### src/rtl/fnd_pkg.sv
// Shared definitions for the multiplexed 7-segment scan driver.
// Segment table is active-high {g,f,e,d,c,b,a}.
package fnd_pkg;

    localparam int SEG_W = 7;

    typedef logic [SEG_W-1:0] seg_t;

    localparam seg_t SEG_TABLE [16] = '{
        7'h3F, 7'h06, 7'h5B, 7'h4F,
        7'h66, 7'h6D, 7'h7D, 7'h27,
        7'h7F, 7'h67, 7'h77, 7'h7C,
        7'h58, 7'h5E, 7'h79, 7'h71
    };

    function automatic seg_t seg_level(
        input seg_t pat,
        input logic active_low
    );
        return active_low ? ~pat : pat;
    endfunction

endpackage

### src/rtl/fnd_hex7.sv
// Nibble to active-high 7-segment pattern.
// Purely combinational; pin polarity is applied by the caller.
module fnd_hex7
    import fnd_pkg::*;
(
    input  logic [3:0] i_nib,
    output seg_t       o_pat
);

    assign o_pat = SEG_TABLE[i_nib];

endmodule

### src/rtl/fnd_scan_driver.sv
// Time-multiplexed N-digit FND driver with PWM brightness,
// leading-zero suppression and frame-synchronous value updates.
module fnd_scan_driver
    import fnd_pkg::*;
#(
    parameter int N_DIGITS       = 6,
    parameter int SCAN_DIV       = 50000,
    parameter bit SEG_ACTIVE_LOW = 1'b1,
    parameter bit COM_ACTIVE_LOW = 1'b1,
    parameter bit LZ_SUPPRESS    = 1'b1
) (
    input  logic                  i_clk,
    input  logic                  i_rst_n,
    input  logic                  i_en,
    input  logic                  i_load,
    input  logic [4*N_DIGITS-1:0] i_value,
    input  logic [N_DIGITS-1:0]   i_dp,
    input  logic [N_DIGITS-1:0]   i_blank,
    input  logic [3:0]            i_bright,
    output logic [SEG_W-1:0]      o_seg,
    output logic                  o_dp,
    output logic [N_DIGITS-1:0]   o_com,
    output logic                  o_frame,
    output logic                  o_pend
);

    localparam int PH_LEN = SCAN_DIV / 16;
    localparam int SW     = (PH_LEN > 1) ? $clog2(PH_LEN) : 1;
    localparam int DW     = $clog2(N_DIGITS);
    localparam int VW     = 4 * N_DIGITS;

    localparam logic [SW-1:0]       SUB_MAX = SW'(PH_LEN - 1);
    localparam logic [DW-1:0]       DIG_MAX = DW'(N_DIGITS - 1);
    localparam seg_t                SEG_OFF = seg_level('0, SEG_ACTIVE_LOW);
    localparam logic [N_DIGITS-1:0] COM_OFF = {N_DIGITS{COM_ACTIVE_LOW}};

    // Prescaler is kept as {phase, sub} so the PWM phase needs no divider.
    logic [SW-1:0]       sub_q, sub_d;
    logic [3:0]          phase_q, phase_d;
    logic [DW-1:0]       digit_q, digit_d;
    logic                frame_q, frame_d;
    logic                pend_q, pend_d;
    logic [VW-1:0]       pval_q, pval_d;
    logic [N_DIGITS-1:0] pdp_q, pdp_d;
    logic [N_DIGITS-1:0] pblank_q, pblank_d;
    logic [VW-1:0]       dval_q, dval_d;
    logic [N_DIGITS-1:0] ddp_q, ddp_d;
    logic [N_DIGITS-1:0] dblank_q, dblank_d;
    seg_t                seg_q, seg_d;
    logic                dp_q, dp_d;
    logic [N_DIGITS-1:0] com_q, com_d;

    always_comb begin
        sub_d   = sub_q;
        phase_d = phase_q;
        digit_d = digit_q;
        frame_d = 1'b0;
        if (!i_en) begin
            sub_d   = '0;
            phase_d = '0;
            digit_d = '0;
        end else begin
            if (sub_q == SUB_MAX) begin
                sub_d   = '0;
                phase_d = phase_q + 4'd1;
            end else begin
                sub_d = sub_q + SW'(1);
            end
            if (phase_q == 4'hF && sub_q == SUB_MAX) begin
                frame_d = (digit_q == DIG_MAX);
                digit_d = frame_d ? '0 : digit_q + DW'(1);
            end
        end
    end

    // A load in the boundary cycle stays pending; the old one moves on.
    always_comb begin
        pend_d   = pend_q;
        pval_d   = pval_q;
        pdp_d    = pdp_q;
        pblank_d = pblank_q;
        dval_d   = dval_q;
        ddp_d    = ddp_q;
        dblank_d = dblank_q;
        if (frame_q && pend_q) begin
            dval_d   = pval_q;
            ddp_d    = pdp_q;
            dblank_d = pblank_q;
            pend_d   = 1'b0;
        end
        if (i_load) begin
            pval_d   = i_value;
            pdp_d    = i_dp;
            pblank_d = i_blank;
            pend_d   = 1'b1;
        end
    end

    logic [N_DIGITS-1:0] dark;
    logic                zero_run;

    always_comb begin
        dark     = '0;
        zero_run = 1'b1;
        for (int k = N_DIGITS - 1; k >= 0; k--) begin
            zero_run = zero_run && (dval_q[4*k +: 4] == 4'h0);
            dark[k]  = dblank_q[k] ||
                       (LZ_SUPPRESS && (k != 0) && zero_run && !ddp_q[k]);
        end
    end

    logic [3:0] cur_nib;
    logic       cur_dp;
    logic       cur_dark;
    seg_t       cur_pat;

    always_comb begin
        cur_nib  = '0;
        cur_dp   = 1'b0;
        cur_dark = 1'b1;
        for (int k = 0; k < N_DIGITS; k++) begin
            if (digit_q == DW'(k)) begin
                cur_nib  = dval_q[4*k +: 4];
                cur_dp   = ddp_q[k];
                cur_dark = dark[k];
            end
        end
    end

    fnd_hex7 u_hex7 (
        .i_nib (cur_nib),
        .o_pat (cur_pat)
    );

    logic                lit;
    logic                show;
    logic [N_DIGITS-1:0] com_act;

    always_comb begin
        lit     = i_en && (phase_q != 4'd0) && (phase_q <= i_bright);
        show    = i_en && !cur_dark;
        com_act = lit ? (N_DIGITS'(1) << digit_q) : '0;
        com_d   = COM_ACTIVE_LOW ? ~com_act : com_act;
        seg_d   = seg_level(show ? cur_pat : '0, SEG_ACTIVE_LOW);
        dp_d    = (show && cur_dp) ^ SEG_ACTIVE_LOW;
    end

    always_ff @(posedge i_clk or negedge i_rst_n) begin
        if (!i_rst_n) begin
            sub_q    <= '0;
            phase_q  <= '0;
            digit_q  <= '0;
            frame_q  <= 1'b0;
            pend_q   <= 1'b0;
            pval_q   <= '0;
            pdp_q    <= '0;
            pblank_q <= '0;
            dval_q   <= '0;
            ddp_q    <= '0;
            dblank_q <= '0;
            seg_q    <= SEG_OFF;
            dp_q     <= SEG_ACTIVE_LOW;
            com_q    <= COM_OFF;
        end else begin
            sub_q    <= sub_d;
            phase_q  <= phase_d;
            digit_q  <= digit_d;
            frame_q  <= frame_d;
            pend_q   <= pend_d;
            pval_q   <= pval_d;
            pdp_q    <= pdp_d;
            pblank_q <= pblank_d;
            dval_q   <= dval_d;
            ddp_q    <= ddp_d;
            dblank_q <= dblank_d;
            seg_q    <= seg_d;
            dp_q     <= dp_d;
            com_q    <= com_d;
        end
    end

    assign o_seg   = seg_q;
    assign o_dp    = dp_q;
    assign o_com   = com_q;
    assign o_frame = frame_q;
    assign o_pend  = pend_q;

endmodule

### config.mk
export PLATFORM = sky130hd
export DESIGN_NAME = fnd_scan_driver
export DESIGN_NICKNAME = d
export VERILOG_FILES = /design/src/rtl/fnd_pkg.sv /design/src/rtl/fnd_hex7.sv /design/src/rtl/fnd_scan_driver.sv
export SDC_FILE = /design/constraint.sdc
export NUM_CORES = 1
export LEC_CHECK = 0
export CAP_MARGIN = 20
export CORE_MARGIN = 8
export CORE_UTILIZATION = 33
export DETAILED_ROUTE_END_ITERATION = 12
export PLACE_DENSITY_LB_ADDON = 0.3
export SLEW_MARGIN = 40
export SYNTH_ARGS = -nofsm -noshare
export SYNTH_HDL_FRONTEND = slang
export SYNTH_SLANG_ARGS = --single-unit
### constraint.sdc
create_clock -name i_clk -period 2.75 [get_ports i_clk]
set_input_delay 0.275 -clock i_clk [delete_from_list [all_inputs] [get_ports i_clk]]
set_output_delay 0.275 -clock i_clk [all_outputs]
set_load 0.1 [all_outputs]
==> flow_summary_export.csv <==
group,metric,value,unit
run,drv_cap,0,
outcome,status,"complete, no violations",
floorplanning,start_util,0.3382,
placed_design,dp_slack,0.08491,ns
global_route,globalRouteTotalUtil,0.1126,
worst_setup_path,endpoint_kind,"flop",
timing,hold_violations,0,
timing,finalCritPeriodShare,0.9580,
routing,wl_per_cell,15.96,um
timing,finalSetupTns,0,ns
yosys,mappedNetlistArea,4916,um2
yosys,synth_cell_type_count,52,
placed_design,gp_congestion,0.7900,
floorplanning,fp.dieH,138.1,um
worst_setup_path,setup.worst_path.class,"flop to flop",
routing,top_layer_used,"met4",
routing,drtAntennaViolNets,0,
power,power_density,521.4,nW/um2
placed_design,io_buffers,59,
floorplanning,io_pins,60,
yosys,postSynthCellCount,397,
worst_setup_path,r2r_cells,11,
worst_setup_path,critPathSlowestCell,"dfrtp_2",
worst_setup_path,worstPathCellList,"inv_1 -> ha_1 -> or2_2 -> a21oi_1 -> o21ai_0 -> o211ai_1 -> inv_1 -> ha_1 -> inv_1 -> o31ai_2 -> o31ai_1",
global_route,grt_max_degree,88,
routing,wl_met2,4973,um
yosys,synth.most_common_cell,"dfrtp_1",
worst_setup_path,cp-start-kind,"flop",
worst_setup_path,reg2reg_slack,0.12,ns
routing,initialDrtViolationCount,136,
floorplanning,rows,44,
routing,finalWirelength,10410,um
yosys,synth-main-ff-cell,"dfrtp_1",
clock_network,path_clk_slew,0.07,ns
yosys,synth_seq_cells,107,
clock_network,insertion_delay,0.35,ns
routing,via_per_inst,4.870,
worst_setup_path,path_max_fanout,9,
timing,final.setup_skew,0.004686,ns
power,peakVddDrop,388.8,uV
routing,wl_met3,434,um
routing,remaining_drc_errors,0,
final_layout,drive_above_1_share,0.3141,
timing,max_freq,379.6,MHz
final_layout,n_antenna_cell,0,
clock_network,cts_root_buffer,"clkbuf_16",
timing,setup_violations,0,
worst_setup_path,crit_required,2.99,ns
timing,tightest_slew,0.6842,ns
power,power.leakage,0.002655,uW
placed_design,post-dp-hpwl,7482,um
yosys,synthArstFlopShare,1.000,
floorplanning,core_area,14530,um2
clock_network,clock_sinks,107,
floorplanning,dieArea,19060,um2
final_layout,num-nets-final,520,
routing,dr_total_vias,3175,
yosys,synth_edf_count,0,
clock_network,cts-buffers-inserted,9,
yosys,yosysTopAreaCell,"dfrtp_1",
clock_network,htreeDepth,3,
worst_setup_path,cp_common_cell,"inv_1",
floorplanning,die_w,138.1,um
clock_network,cts_buffer_depth,2,
global_route,grt_antenna_before_repair,0,
timing,slew_headroom,0.5439,
yosys,synthTopCellsByArea,"dfrtp_1 (47%), mux2_2 (18%), dfstp_2 (7.5%), ha_1 (3.3%), xnor2_1 (2.3%)",
routing,wl_met1,4819,um
yosys,syn_avg_cell_area,12.38,um2
yosys,syn_nets,454,
global_route,grt_overflow_total,0,
global_route,grt_pass1_wl,17820,um
timing,min_period,2.634,ns
clock_network,cts_tree,"yes",
global_route,grt_pass1_vias,3502,
timing,fin_ws,0.1156,ns
worst_setup_path,arrival,2.87,ns
worst_setup_path,cp_slowest_stage_delay,0.44,ns
routing,dr.pass1.iters,6,
yosys,yosysTopAreaCellShare,0.4734,
final_layout,area_growth,22.83,%
hold_path,hold_class,"input port to asynchronous set/reset pin",
yosys,synth_common_cells,"dfrtp_1 (93), mux2_2 (77), nor2_1 (25)",
yosys,ys_warn_count,0,
yosys,seq_area_frac_synth,0.5482,
timing,drv_slew,0,
-- per-stage QoR --
step	area, um2	hold WS (ns)	cells	util	power (uW)
6_report	6038	0.3397	652	0.4155	3148
3_5_place_dp	5690	0.1766	630	0.3915	1946
3_3_place_gp	5690	0.1783	630	0.3915	1938
5_1_grt	6038	0.3522	652	0.4155	3289
2_1_floorplan	4916	-0.02059	397	-	1810
4_1_cts	5989	0.3344	647	0.4121	3201
-- path summary, 6_finish.rpt --
kind / startpoint / to
worst max-delay path: digit_q[2] / o_seg[3]
worst min-delay path: i_rst_n / pval_q[3]
worst max register to register: digit_q[2] / o_seg[3]
worst min register to register: pval_q[5] / pval_q[5]
max in group asynchronous: i_rst_n / o_com[4]
min in group i_clk: pval_q[5] / pval_q[5]
-- timing repair --
item | CTS | global route
setup endpoints to repair | 0 | 2
hold buffers | 1 | 0
setup buffers | 0 | 5
gates resized for setup | 0 | 3
endpoints found under the hold margin | 20 | 0
-- kinds of logic after synthesis --
family,count (synthesis),share of synthesized area
multiplexers,86,0.1947
XOR/XNOR,14,0.02494
adder cells (fa/ha/maj),13,0.03309
AND/OR/NAND/NOR,96,0.1059
buffers and inverters,42,0.03385
AO/OA/AOI/OAI,39,0.05930
flip-flops,107,0.5482
-- cells in the final DEF (no fill, tap or decap), types with 3 or more instances in the layout --
master and instances:
nand3_1 9, or3_1 3, nand2b_1 5, a21oi_1 7
nand4_1 3, mux2i_1 9, clkinvlp_4 3, o21ai_0 5
nor2_1 25, ha_1 13, a211oi_1 3, dfrtp_1 92
o221ai_1 3, dfstp_2 14, nor3_1 5, clkbuf_16 9
nor2b_1 7, xnor2_1 13, mux2_2 77, nand2_1 16
o211ai_1 4, and2_1 6, inv_1 24, clkdlybuf4s50_1 42
buf_4 29
-- routing by layer --
metal | global-route usage | vias to the layer above
met5 | 0 | -
met4 | 0.03890 | 0
met3 | 0.03253 | 13
met2 | 0.1746 | 75
met1 | 0.1465 | 1573
li1 | - | 1514
-- layout make-up --
cell class | count | area [um2]
Fill cell | 1419 | 8496
Tap cell | 184 | 230.2
Multi-Input combinational cell | 248 | 2064
Sequential cell | 107 | 2696
Clock inverter | 5 | 36.28
Inverter | 24 | 90.09
Timing Repair Buffer | 73 | 668.1
Clock buffer | 11 | 252.7
-- flip-flops by register name, indices dropped and copies added (netlist names), 3 cells and up --
name and flops:
o_seg 7, digit_q 3, phase_q 4, sub_q 12, pblank_q 6, pval_q 24, dval_q 24, dblank_q 6
o_com 6, pdp_q 6, ddp_q 6
-- critical path: cells and delay by family (launching register included) --
kind	cells	cell delay (ns)
AO/OA/AOI/OAI	5	0.84
adder cells (fa/ha/maj)	2	0.60
flip-flops	1	0.44
buffers and inverters	3	0.33
AND/OR/NAND/NOR	1	0.32
-- power breakdown --
group	internal [uW]	leakage [uW]	switching [uW]
Sequential	1640	0.00136	35.7
Clock	665	0.000134	574
Combinational	121	0.00117	114
Total	2430	0.00266	723
(Power assumes the default switching activity.)
